$ cat src/rtl/uart_pkg.sv
// Shared types and defaults for the UART transmit controller.
// Frame-level enums and the per-frame parity configuration bundle.
package uart_pkg;

  localparam int UART_WIDTH   = 8;
  localparam int UART_DEPTH   = 8;
  localparam int UART_BUSY_TO = 4;

  typedef enum logic [1:0] {
    IDLE,
    LAUNCH,
    WAIT_BUSY,
    WAIT_DONE
  } uart_tx_state_e;

  typedef struct packed {
    logic par_en;
    logic par_typ;
  } uart_cfg_t;

endpackage

$ cat src/rtl/uart_tx_fifo.sv
// Synchronous FIFO feeding the UART transmit sequencer.
// Head word is visible combinationally on rdata while not empty.
module uart_tx_fifo
  import uart_pkg::*;
#(
  parameter int WIDTH = UART_WIDTH,
  parameter int DEPTH = UART_DEPTH,
  localparam int AW   = $clog2(DEPTH),
  localparam int CW   = AW + 1
) (
  input  logic             CLK,
  input  logic             RST,
  input  logic             push,
  input  logic [WIDTH-1:0] wdata,
  input  logic             pop,
  output logic [WIDTH-1:0] rdata,
  output logic             full,
  output logic             empty,
  output logic [CW-1:0]    count
);

  logic [WIDTH-1:0] mem_q [DEPTH];
  logic [AW-1:0]    wptr_q, wptr_d;
  logic [AW-1:0]    rptr_q, rptr_d;
  logic [CW-1:0]    cnt_q, cnt_d;
  logic             push_ok;
  logic             pop_ok;

  assign full    = (cnt_q == CW'(DEPTH));
  assign empty   = (cnt_q == '0);
  assign count   = cnt_q;
  assign rdata   = mem_q[rptr_q];
  assign push_ok = push && !full;
  assign pop_ok  = pop && !empty;

  always_comb begin
    wptr_d = wptr_q;
    rptr_d = rptr_q;
    cnt_d  = cnt_q;
    if (push_ok) wptr_d = wptr_q + AW'(1);
    if (pop_ok)  rptr_d = rptr_q + AW'(1);
    unique case ({push_ok, pop_ok})
      2'b10:   cnt_d = cnt_q + CW'(1);
      2'b01:   cnt_d = cnt_q - CW'(1);
      default: cnt_d = cnt_q;
    endcase
  end

  always_ff @(posedge CLK or negedge RST) begin
    if (!RST) begin
      wptr_q <= '0;
      rptr_q <= '0;
      cnt_q  <= '0;
    end else begin
      wptr_q <= wptr_d;
      rptr_q <= rptr_d;
      cnt_q  <= cnt_d;
    end
  end

  // Storage needs no reset: pointers alone define valid contents.
  always_ff @(posedge CLK) begin
    if (push_ok) mem_q[wptr_q] <= wdata;
  end

endmodule

$ cat src/rtl/uart_tx_ctrl.sv
// UART transmit controller: buffers bytes and launches one frame
// at a time into the datapath using a valid pulse / busy handshake.
module uart_tx_ctrl
  import uart_pkg::*;
#(
  parameter int WIDTH   = UART_WIDTH,
  parameter int DEPTH   = UART_DEPTH,
  parameter int BUSY_TO = UART_BUSY_TO,
  localparam int CW     = $clog2(DEPTH) + 1,
  localparam int TW     = $clog2(BUSY_TO + 1)
) (
  input  logic             CLK,
  input  logic             RST,
  input  logic             wr_en,
  input  logic [WIDTH-1:0] wr_data,
  input  logic             cfg_par_en,
  input  logic             cfg_par_typ,
  input  logic             clr_err,
  input  logic             tx_busy,
  output logic [WIDTH-1:0] tx_p_data,
  output logic             tx_data_valid,
  output logic             tx_par_en,
  output logic             tx_par_typ,
  output logic             fifo_full,
  output logic             fifo_empty,
  output logic [CW-1:0]    fifo_count,
  output logic             ctrl_idle,
  output logic             ovf_err,
  output logic             to_err
);

  uart_tx_state_e   state_q, state_d;
  logic [WIDTH-1:0] data_q, data_d;
  uart_cfg_t        cfg_q, cfg_d;
  logic [TW-1:0]    tcnt_q, tcnt_d;
  logic             ovf_q, ovf_d;
  logic             to_q, to_d;
  logic             pop;
  logic             to_set;
  logic             ovf_set;
  logic [WIDTH-1:0] fifo_rdata;

  uart_tx_fifo #(
    .WIDTH (WIDTH),
    .DEPTH (DEPTH)
  ) u_fifo (
    .CLK   (CLK),
    .RST   (RST),
    .push  (wr_en),
    .wdata (wr_data),
    .pop   (pop),
    .rdata (fifo_rdata),
    .full  (fifo_full),
    .empty (fifo_empty),
    .count (fifo_count)
  );

  always_comb begin
    state_d = state_q;
    data_d  = data_q;
    cfg_d   = cfg_q;
    tcnt_d  = tcnt_q;
    pop     = 1'b0;
    to_set  = 1'b0;
    unique case (state_q)
      IDLE: begin
        if (!fifo_empty && !tx_busy) begin
          pop     = 1'b1;
          data_d  = fifo_rdata;
          cfg_d   = '{par_en: cfg_par_en, par_typ: cfg_par_typ};
          state_d = LAUNCH;
        end
      end
      LAUNCH: begin
        tcnt_d  = '0;
        state_d = WAIT_BUSY;
      end
      WAIT_BUSY: begin
        if (tx_busy) begin
          state_d = WAIT_DONE;
        end else if (tcnt_q == TW'(BUSY_TO - 1)) begin
          // Datapath never answered: drop the frame.
          to_set  = 1'b1;
          state_d = IDLE;
        end else begin
          tcnt_d = tcnt_q + TW'(1);
        end
      end
      WAIT_DONE: begin
        if (!tx_busy) state_d = IDLE;
      end
      default: state_d = IDLE;
    endcase
  end

  // A new error beats a simultaneous clear.
  assign ovf_set = wr_en && fifo_full;

  always_comb begin
    ovf_d = ovf_q;
    to_d  = to_q;
    if (clr_err) begin
      ovf_d = 1'b0;
      to_d  = 1'b0;
    end
    if (ovf_set) ovf_d = 1'b1;
    if (to_set)  to_d  = 1'b1;
  end

  always_ff @(posedge CLK or negedge RST) begin
    if (!RST) begin
      state_q <= IDLE;
      data_q  <= '0;
      cfg_q   <= '0;
      tcnt_q  <= '0;
      ovf_q   <= 1'b0;
      to_q    <= 1'b0;
    end else begin
      state_q <= state_d;
      data_q  <= data_d;
      cfg_q   <= cfg_d;
      tcnt_q  <= tcnt_d;
      ovf_q   <= ovf_d;
      to_q    <= to_d;
    end
  end

  assign tx_p_data     = data_q;
  assign tx_par_en     = cfg_q.par_en;
  assign tx_par_typ    = cfg_q.par_typ;
  assign tx_data_valid = (state_q == LAUNCH);
  assign ctrl_idle     = (state_q == IDLE) && fifo_empty;
  assign ovf_err       = ovf_q;
  assign to_err        = to_q;

endmodule
$ cat config.mk
export PLATFORM = sky130hd
export DESIGN_NAME = uart_tx_ctrl
export DESIGN_NICKNAME = d
export VERILOG_FILES = /design/src/rtl/uart_pkg.sv /design/src/rtl/uart_tx_fifo.sv /design/src/rtl/uart_tx_ctrl.sv
export SDC_FILE = /design/constraint.sdc
export NUM_CORES = 1
export LEC_CHECK = 0
export BUFFER_PORTS_ARGS = -buffer_cell sky130_fd_sc_hd__buf_2
export CORE_MARGIN = 2
export CORE_UTILIZATION = 45
export DETAILED_ROUTE_END_ITERATION = 7
export PLACE_DENSITY = 0.63
export SYNTH_ARGS = -nofsm -noshare
export SYNTH_HDL_FRONTEND = slang
export SYNTH_SLANG_ARGS = --single-unit
$ cat constraint.sdc
create_clock -name CLK -period 5.6 [get_ports CLK]
set_input_delay 0.28 -clock CLK [delete_from_list [all_inputs] [get_ports CLK]]
set_output_delay 0.28 -clock CLK [all_outputs]
set_load 0.005 [all_outputs]
==> out/qor.yml, run 1 <==
critical_path:
  cp_top_family: "simple AND/OR/NAND/NOR gates"
  cp_num_buf_inv: 1
  r2r-end: "u_fifo.count[2]"
  r2r_slack_ns: 3.04
  r2r-start: "state_q[1]"
  crit_path_cell_trace: "or4_4 -> inv_2 -> ha_1 -> xor2_1 -> ha_1 -> a21oi_1 -> xor2_1 -> nor2_1 -> xor2_1"
  cp_slowest_cell: "or4_4"
  cp-end-kind: "register"
  reg2regPathDepth: 9
  critPathKind: "register to register"
  path_max_fanout: 22
  required_ns: 5.84
  path_common_cell: "xor2_1"
  arrival_ns: 2.79
  cp-start-kind: "register"
  cp_slowest_stage_delay_ns: 0.72
power_and_ir_drop:
  seqPwrFrac: 0.501
  p_total_mw: 2.07
  peakVddDrop_mv: 0.185
  intPower_mw: 1.40
  p_comb_frac: 0.287
  power.leakage_nw: 1.59
  power_density_nw_per_um2: 494
  power_switching_mw: 0.665
  switching_share: 0.322
  clkPwrFrac: 0.212
clock_network:
  clock_latency_ns: 0.35
  cts_setup_buffers: 0
  clock_path_buffers: 2
  cts_made_buffers: 9
  cts_tree: "built"
  clk_pin_slew_ns: 0.09
  cts-root-buf: "clkbuf_8"
  cts_max_level: 3
  cts.sinks: 91
detailed_routing:
  num_vias: 1929
  drtAntennaViolNets: 0
  wirelength_um: 6390
  drt_iter0_markers: 66
  wl_per_cell_um: 16.9
  drc_errors: 0
  drt_first_pass_iters: 4
  post_drt_via_cell_ratio: 5.10
min_path:
  min_to: "ovf_err"
  hold_depth: 2
  hp-class: "input port to register"
  hold_start: "clr_err"
floorplan:
  rows: 33
  die_area_um2: 8970
  die_w_um: 94.7
  initial_utilization: 0.458
  die-height_um: 94.7
  core_um2: 8090
  io_pins: 35
global_route:
  track_usage: 0.160
  antenna_found_initial: 0
  grt_max_degree: 28
  grt_pass1_vias: 1855
  grt_first_pass_wirelength_um: 10200
  overflow: 0
yosys:
  synth_fp_nets: 250
  synthCells: 228
  synth_area_leaders: "edfxtp_1, dfrtp_1, mux4_2, nand2_1, mux2i_1"
  synth_ff_type: "edfxtp_1"
  synth.avg_cell_area_um2: 16.2
  yosysTopAreaCellShare: 0.519
  yosysSeqAreaShare: 0.701
  synth_cell_type_count: 32
  synth_seq_cells: 91
  netlist_area_um2: 3700
  ys_warn_count: 0
  synth_edf_count: 64
  yosysTopAreaCell: "edfxtp_1"
  ys_async_sr_fraction: 0.297
placed_design:
  gp_congestion: 0.756
  dp_hpwl_um: 4140
  postPlaceCellArea_um2: 3980
  portBuffers: 34
  placed_cells: 361
sta:
  tightest_slew_ns: 0.923
  setup_tns_ns: 0
  min_period_ns: 2.56
  max_slew_margin: 0.382
  drv_slew: 0
  rsz0062_at_grt: "false"
  hold_violations: 0
  fin_skew_ns: 0.0121
  setup_viol: 0
  fmax_mhz: 391
  finalCritPeriodShare: 0.456
finish:
  diodes: 0
  final_cells: 378
  regArea_um2: 2600
  nets: 290
  final_layout_size_suffix_gt1_frac: 0.271
  fillers: 686
  stdcell_area_um2: 4190
  multiInputGateArea_um2: 1040
  area_growth_pct: 13.1
outcome:
  status: "completed"
job:
  maxCapViolations: 0
## cell families (layout without fill, tap and decap cells)
family,after synthesis,in the layout,share of synthesized area
adders and majority gates,7,7,0.0236
and+or+nand+nor,61,61,0.0817
buffers and inverters,14,59,0.0186
xor gates and xnor gates,8,8,0.0189
muxes,27,27,0.127
AOI/OAI and AO/OA,20,20,0.0287
DFF,91,91,0.701
## cells in the mapped netlist (4+ instances only)
cell and instances:
nor3_1 4, ha_1 7, mux4_2 16, xnor2_1 5
nand2_1 33, buf_2 4, nand2b_1 5, dfrtp_1 27
edfxtp_1 64, nor2_1 9, o21ai_1 14, mux2i_1 10
## flip-flops by register name, summed over array words and instances, names as in the netlist
name / flops
to_err: 1
tx_p_data: 8
tx_par_en: 1
u_fifo.count: 4
u_fifo.mem_q: 64
u_fifo.rptr_q: 3
u_fifo.wptr_q: 3
tcnt_q: 3
state_q: 2
ovf_err: 1
tx_par_typ: 1
## metal layers
metal,up-vias,part of all wire,global-route usage
met5,-,0,0
met4,0,0.014,0.0761
met3,7,0.034,0.0287
met2,43,0.47,0.237
met1,947,0.49,0.230
li1,932,-,-
## cell type report
type,instances,area share
Clock buffer,10,0.0305
Timing Repair Buffer,38,0.0484
Clock inverter,6,0.0173
Multi-Input combinational cell,123,0.248
Tap cell,105,0.0314
Inverter,5,0.00448
Sequential cell,91,0.620
## power by group through the flow
stage	registers, mW	logic [mW]	clock network [mW]
floorplan	0.978	0.487	0
global placement	1.05	0.599	0
detailed placement	1.06	0.606	0
CTS	1.04	0.609	0.452
global route	1.06	0.674	0.483
finish	1.04	0.593	0.440
## worst register-to-register path, stage by stage, from the launching register on
cell and delay [ns]:
dfrtp_1 0.51, or4_4 0.72, inv_2 0.17, ha_1 0.27, xor2_1 0.10, ha_1 0.18
a21oi_1 0.14, xor2_1 0.15, nor2_1 0.06, xor2_1 0.14
## what timing repair did
item | in CTS | in global routing
hold buffers | 1 | 0
hold endpoints to repair | 27 | 0
resized for setup | 0 | 0
## worst max-delay path by stage
stage | startpoint | slack, ns | cells after the start | end
global placement | state_q[1] | 3.08 | 9 | u_fifo.count[2]
floorplan | u_fifo.count[1] | 3.31 | 11 | u_fifo.count[2]
detailed placement | state_q[1] | 3.05 | 9 | u_fifo.count[2]
CTS | u_fifo.count[0] | 3.04 | 10 | u_fifo.count[2]
finish | state_q[1] | 3.04 | 9 | u_fifo.count[2]
global route | u_fifo.count[1] | 2.81 | 10 | u_fifo.count[2]
## through the flow
stage	worst slack, ns	utilization	hold WS (ns)
2_1_floorplan	3.31	-	-0.0156
3_3_place_gp	3.08	0.492	0.331
3_5_place_dp	3.05	0.492	0.328
4_1_cts	3.04	0.518	0.0973
5_1_grt	2.81	0.518	0.0969
6_report	3.04	0.518	0.112
## cell usage in the layout (no fill, tap or decap), types with 3 or more instances in the layout
cell      instances
edfxtp_1         64
nor3_1            4
xor2_1            3
nor2_1            9
buf_2            34
ha_1              7
nand2b_1          5
inv_1             3
o21ai_1          14
nor2b_1           3
mux2i_1          10
nand2_1          33
buf_4             3
xnor2_1           5
clkbuf_8          9
dfrtp_1          27
mux4_2           16
(Power assumes the default switching activity.)
==> run 2, diff against run 1 <==
--- a/config.mk
+++ b/config.mk
@@ -9,7 +9,7 @@
 export CORE_MARGIN = 2
 export CORE_UTILIZATION = 45
 export DETAILED_ROUTE_END_ITERATION = 7
-export PLACE_DENSITY = 0.63
+export PLACE_DENSITY = 0.66
 export SYNTH_ARGS = -nofsm -noshare
 export SYNTH_HDL_FRONTEND = slang
 export SYNTH_SLANG_ARGS = --single-unit
==> constraint.sdc (replaced) <==
create_clock -name CLK -period 2.1 [get_ports CLK]
set_input_delay 0.105 -clock CLK [delete_from_list [all_inputs] [get_ports CLK]]
set_output_delay 0.105 -clock CLK [all_outputs]
set_load 0.005 [all_outputs]
==> run 2 against run 1 <==
  * Flip-flop and latch count unchanged
  * Register-to-register slack worse by 3.0 ns
  * Critical path depth up 1
  * Via count up 4.7%
  * Highest routed layer unchanged
  * Cell count up 5.6%
  * Clock power rose to 2.9 times the previous value
  * Setup slack worse by 3.0 ns
  * Global-route usage up 0.13 points
  * Power rose to 2.9 times the previous value
  * Critical endpoint unchanged
  * Count of clock-buffer cells in the layout down 1
  * Hold slack worse by 0.093 ns
==> out/qor.yml, run 2 (synthesized netlist as in run 1, its figures left out) <==
critical_path:
  path_max_fanout: 3  # -86%
  cp-end-kind: "register"
  arrival_ns: 2.36  # -0.43 ns
  cp-start-kind: "register"
  required_ns: 2.37  # -3.47 ns
  critPathKind: "register to register"
sta:
  tightest_slew_ns: 0.619  # -0.304 ns
  fin_skew_ns: 0.00941  # -0.00266 ns
  hold_violations: 0  # unchanged
  max_slew_margin: 0.587  # +0.205
  min_period_ns: 2.08  # -0.471 ns
  setup_slack_ns: 0.0158  # -3.03 ns
  fmax_mhz: 480  # +23%
  finalCritPeriodShare: 0.992  # +0.536
  setup_viol: 0  # unchanged
  rsz0062_at_grt: "true"
  drv_slew: 0  # unchanged
detailed_routing:
  drc_errors: 0  # unchanged
  wl_per_cell_um: 16.5  # -2.2%
  post_drt_via_cell_ratio: 5.06  # -0.84%
  drt_iter0_markers: 57  # -14%
  drt_first_pass_iters: 4  # unchanged
  num_vias: 2019  # +4.7%
  wirelength_um: 6600  # +3.2%
  drtAntennaViolNets: 0  # unchanged
global_route:
  grtUsageMet1: 0.215  # -0.0155
  grt_max_degree: 28  # unchanged
  grt_pass1_vias: 2006  # +8.1%
  grt.busiest_layer: "met2"
  grt_first_pass_wirelength_um: 10400  # +1.8%
  grtUsageMet3: 0.0271  # -0.00160
  overflow: 0  # unchanged
  antenna_found_initial: 0  # unchanged
  use_met2: 0.261  # +0.0242
  track_usage: 0.161  # +0.00133
power_and_ir_drop:
  power.leakage_nw: 1.71  # +7.4%
  p_total_mw: 5.96  # +190%
  peakVddDrop_mv: 0.456  # +150%
  power_density_nw_per_um2: 1340  # +170%
finish:
  final_layout_size_suffix_gt1_frac: 0.357  # +0.0861
  largest_reg_flops: 64  # unchanged
  diodes: 0  # unchanged
  layout_commonest_cell: "edfxtp_1"
  final_cell_mix: "edfxtp_1, buf_2, nand2_1"
  stdcell_area_um2: 4460  # +6.5%
  regArea_um2: 2600  # +0.19%
  top_register: "u_fifo.mem_q"
  multiInputGateArea_um2: 1100  # +6.1%
  fillers: 663  # -3.4%
  area_growth_pct: 20.4
  nets: 311  # +7.2%
clock_network:
  clock_latency_ns: 0.35  # about the same
  cts-root-buf: "clkbuf_8"
  cts_max_level: 3  # unchanged
  cts_tree: "built"
  clk_pin_slew_ns: 0.09  # about the same
  cts_made_buffers: 9  # unchanged
  clock_path_buffers: 2  # unchanged
  cts.sinks: 91  # unchanged
job:
  maxCapViolations: 0  # unchanged
min_path:
  hp-class: "input port to register"
floorplan:
  initial_utilization: 0.458  # unchanged
  rows: 33  # unchanged
  core_um2: 8090  # unchanged
  die-height_um: 94.7  # unchanged
  die_w_um: 94.7  # unchanged
  io_pins: 35  # unchanged
  die_area_um2: 8970  # unchanged
placed_design:
  portBuffers: 34  # unchanged
  gp_congestion: 0.760  # +0.44%
  postPlaceCellArea_um2: 4130  # +3.7%
  dp_hpwl_um: 4250  # +2.7%
  post-place-ws_ns: -0.121  # -3.17 ns
outcome:
  status: "completed"
-- run 2: cell types whose count changed in the layout (fill, tap and decap cells not counted), sizes merged --
cell / before / now
clkbuf: 10 / 9
buf: 37 / 54
bufinv: 1 / 2
dlygate4sd3: 1 / 5
-- run 2: worst paths after layout --
check | startpoint | end | slack, ns | cells past startpoint
max in group asynchronous | RST | u_fifo.count[1] | 1.38 | 2
setup / recovery | u_fifo.count[1] | u_fifo.count[2] | 0.02 | 10
hold / removal | wr_data[3] | u_fifo.mem_q[6][3] | 0.02 | 1
hold reg to reg | tx_par_en | tx_par_en | 0.48 | 2
min in group asynchronous | RST | u_fifo.count[2] | 0.29 | 2
setup reg to reg | u_fifo.count[1] | u_fifo.count[2] | 0.02 | 10
-- run 2: layout make-up --
type                       count  area share
multi-input combinational    123       0.247
timing repair buffer          59      0.0858
tap                          105      0.0294
sequential                    91       0.583
clock inverter                 7      0.0219
clock buffer                   9      0.0278
inverter                       5     0.00477
-- run 2: critical path: stages (launching register included) --
cell	delay (ns)
dfrtp_2	0.43
nor4_4	0.07
or4_4	0.50
inv_4	0.08
ha_4	0.13
xor2_1	0.16
ha_2	0.20
a21oi_2	0.04
xor2_1	0.13
nor2_1	0.13
xor2_1	0.15
-- run 2: power breakdown --
group / switching, mW / total [mW] / internal [mW]
clock network: 0.599 / 1.27 / 0.676
registers: 0.288 / 2.65 / 2.37
logic: 0.983 / 2.03 / 1.04
-- run 2: stage by stage --
step           std cells  hold slack (ns)  setup TNS, ns   util
6_report             399           0.0186              0  0.551
5_1_grt              399           0.0161         -0.136  0.551
4_1_cts              397          0.00532              0  0.548
3_5_place_dp         374            0.149          -1.94  0.510
3_3_place_gp         374            0.153        -0.0439  0.510
2_1_floorplan        228           -0.191        -0.0256      -
-- run 2: metal layers --
| metal | wire length (um) | share of wire |
|---|---|---|
| met1 | 3060 | 0.46 |
| met2 | 3200 | 0.49 |
| met5 | 0 | 0 |
| met3 | 220 | 0.033 |
| met4 | 106 | 0.016 |
-- run 2: repair_timing --
item	CTS	global route
gates resized for setup	8	2
cloned	0	0
hold buffers	5	0
pin swaps	3	3
setup buffers	2	2
endpoints found under the setup margin	49	8
hold endpoints to repair	31	0
==> run 3, diff against run 2 <==
--- a/config.mk
+++ b/config.mk
@@ -7,9 +7,10 @@
 export LEC_CHECK = 0
 export BUFFER_PORTS_ARGS = -buffer_cell sky130_fd_sc_hd__buf_2
 export CORE_MARGIN = 2
-export CORE_UTILIZATION = 45
+export CORE_UTILIZATION = 53
 export DETAILED_ROUTE_END_ITERATION = 7
-export PLACE_DENSITY = 0.66
+export GPL_ROUTABILITY_DRIVEN = 0
+export PLACE_DENSITY = 0.75
 export SYNTH_ARGS = -nofsm -noshare
 export SYNTH_HDL_FRONTEND = slang
 export SYNTH_SLANG_ARGS = --single-unit
==> run 3 against run 2 <==
  * Flip-flop and latch count unchanged
  * Clock power is 7% lower
  * Global-route usage grew 3.1 points
  * Hold slack gained 0.0064 ns
  * Sequential share of layout area up 0.86 points
  * Die area shrank 14%
  * Non-clock buffer count shrank 3
  * Via count grew 1.5%
  * Setup slack worse by 0.011 ns
  * Critical path type unchanged
==> out/qor.yml, run 3 (synthesized netlist as in run 1, its figures left out) <==
floorplan:
  initial_utilization: 0.545  # +0.0875
  die-height_um: 87.6  # -7.5%
  core_um2: 6790  # -16%
  die_w_um: 87.6  # -7.5%
  die_area_um2: 7670  # -14%
  rows: 30  # -9.1%
  io_pins: 35  # unchanged
sta:
  max_slew_margin: 0.470  # -0.118
  min_period_ns: 2.09  # +0.0107 ns
  finalCritPeriodShare: 0.998  # +0.00507
  tightest_slew_ns: 0.793  # +0.174 ns
  setup_tns_ns: 0  # unchanged
  drv_slew: 0  # unchanged
  rsz0062_at_grt: "true"
  setup_viol: 0  # unchanged
  setup_slack_ns: 0.00518  # -0.0107 ns
  hold_violations: 0  # unchanged
  fin_skew_ns: 0.0100  # +0.000616 ns
  fmax_mhz: 477  # -0.51%
  whs_ns: 0.0250  # +0.00642 ns
clock_network:
  cts_made_buffers: 9  # unchanged
  clk_pin_slew_ns: 0.09  # about the same
  cts_tree: "built"
  cts_max_level: 3  # unchanged
  clock_latency_ns: 0.35  # about the same
  cts.sinks: 91  # unchanged
  cts-root-buf: "clkbuf_8"
  clock_path_buffers: 2  # unchanged
global_route:
  grt_first_pass_wirelength_um: 10700  # +2.9%
  grt_max_degree: 28  # unchanged
  overflow: 0  # unchanged
  antenna_found_initial: 0  # unchanged
  grt_pass1_vias: 2071  # +3.2%
  track_usage: 0.192  # +0.0309
min_path:
  hp-class: "input port to register"
placed_design:
  postPlaceCellArea_um2: 4110  # -0.45%
  portBuffers: 34  # unchanged
  placed_cells: 364  # -2.7%
  dp_hpwl_um: 4200  # -1.3%
  post-place-ws_ns: -0.0635  # +0.0579 ns
detailed_routing:
  wl_per_cell_um: 17.0  # +3.1%
  drt_first_pass_iters: 4  # unchanged
  drt_iter0_markers: 142  # +150%
  drtAntennaViolNets: 0  # unchanged
  num_vias: 2050  # +1.5%
  wirelength_um: 6600  # unchanged
  drc_errors: 0  # unchanged
  post_drt_via_cell_ratio: 5.30  # +4.7%
power_and_ir_drop:
  intPower_mw: 3.96  # -3.0%
  seqPwrFrac: 0.458  # +0.012
  p_comb_frac: 0.338  # -0.002
  peakVddDrop_mv: 0.766  # +68%
  power_density_nw_per_um2: 1320  # -0.99%
  switching_share: 0.318  # +0.00413
  power.leakage_nw: 1.69  # -1.3%
  power_switching_mw: 1.85  # -1.2%
  clkPwrFrac: 0.203  # -0.011
  p_total_mw: 5.81  # -2.4%
finish:
  stdcell_area_um2: 4400  # -1.5%
  area_growth_pct: 18.7
  diodes: 0  # unchanged
  final_layout_size_suffix_gt1_frac: 0.344  # -0.0135
  final_cell_mix: "edfxtp_1, buf_2, nand2_1"
  nets: 308  # -0.96%
  top_register: "u_fifo.mem_q"
  fillers: 487  # -27%
  layout_commonest_cell: "edfxtp_1"
  largest_reg_flops: 64  # unchanged
  final_core_util: 0.647  # +0.0958
  final_cells: 387  # -3.0%
critical_path:
  cp-start-kind: "register"
  cp-end-kind: "register"
  cp_slowest_cell: "or4_4"
  cp_slowest_stage_delay_ns: 0.51  # about the same
  arrival_ns: 2.37  # about the same
  required_ns: 2.37  # about the same
  path_max_fanout: 5  # +2
  critPathKind: "register to register"
  crit_path_cell_trace: "nor4_4 -> or4_4 -> inv_4 -> ha_4 -> xor2_1 -> ha_1 -> a21oi_2 -> xor2_1 -> nor2_1 -> xor2_1"
  path_common_cell: "xor2_1"
job:
  maxCapViolations: 0  # unchanged
outcome:
  status: "completed"
==> run 3: changes by cell type in the layout (fill, tap and decap cells not counted), sizes merged <==
cell,before,now
clkbuf,9,11
inv,7,6
buf,54,51
bufinv,2,1
==> run 3: per-layer routing <==
metal,track usage,up-vias,part of all wire
met5,0,-,0
met4,0.0881,0,0.018
met3,0.0377,9,0.059
met2,0.302,61,0.47
met1,0.264,1016,0.45
li1,-,964,-
==> run 3: cell type report <==
class / instances / area (um2) / area share
Clock buffer: 11 / 141 / 0.0322
Tap cell: 96 / 120 / 0.0273
Inverter: 5 / 21.3 / 0.00484
Clock inverter: 5 / 60.1 / 0.0137
Timing Repair Buffer: 56 / 360 / 0.0820
Multi-Input combinational cell: 123 / 1090 / 0.248
Sequential cell: 91 / 2600 / 0.592
==> run 3: path summary, 6_finish.rpt <==
kind                                       to            start  slack, ns  cells past startpoint
min in group asynchronous        tx_p_data[6]              RST       0.31                      2
max                           u_fifo.count[2]  u_fifo.count[0]      0.005                     10
min reg2reg                      tx_p_data[4]     tx_p_data[4]       0.49                      2
max reg2reg                   u_fifo.count[2]  u_fifo.count[0]      0.005                     10
max in group asynchronous     u_fifo.count[1]              RST       1.33                      2
min                        u_fifo.mem_q[3][7]       wr_data[7]       0.03                      1
==> run 3: repair_timing <==
action	CTS	global route
hold buffers	5	0
gates resized for setup	5	3
setup endpoints to repair	49	12
endpoints found under the hold margin	31	0
pin swaps	1	0
setup buffers	2	0
==> run 3: worst max-delay path: cells and delay by family, from the launching register on <==
family | cells | cell delay (ns)
compound gates | 1 | 0.04
xor+xnor | 3 | 0.43
fa+ha+maj | 2 | 0.32
buf+inv | 1 | 0.09
flops | 1 | 0.43
simple gates | 3 | 0.70
==> run 3: power by group through the flow <==
stage / clock, mW / sequential (mW) / combinational, mW
after floorplan: 0 / 2.63 / 1.35
after global placement: 0 / 2.68 / 1.90
after detailed placement: 0 / 2.70 / 1.94
after CTS: 1.21 / 2.67 / 1.98
after global routing: 1.29 / 2.71 / 2.20
final: 1.18 / 2.66 / 1.97
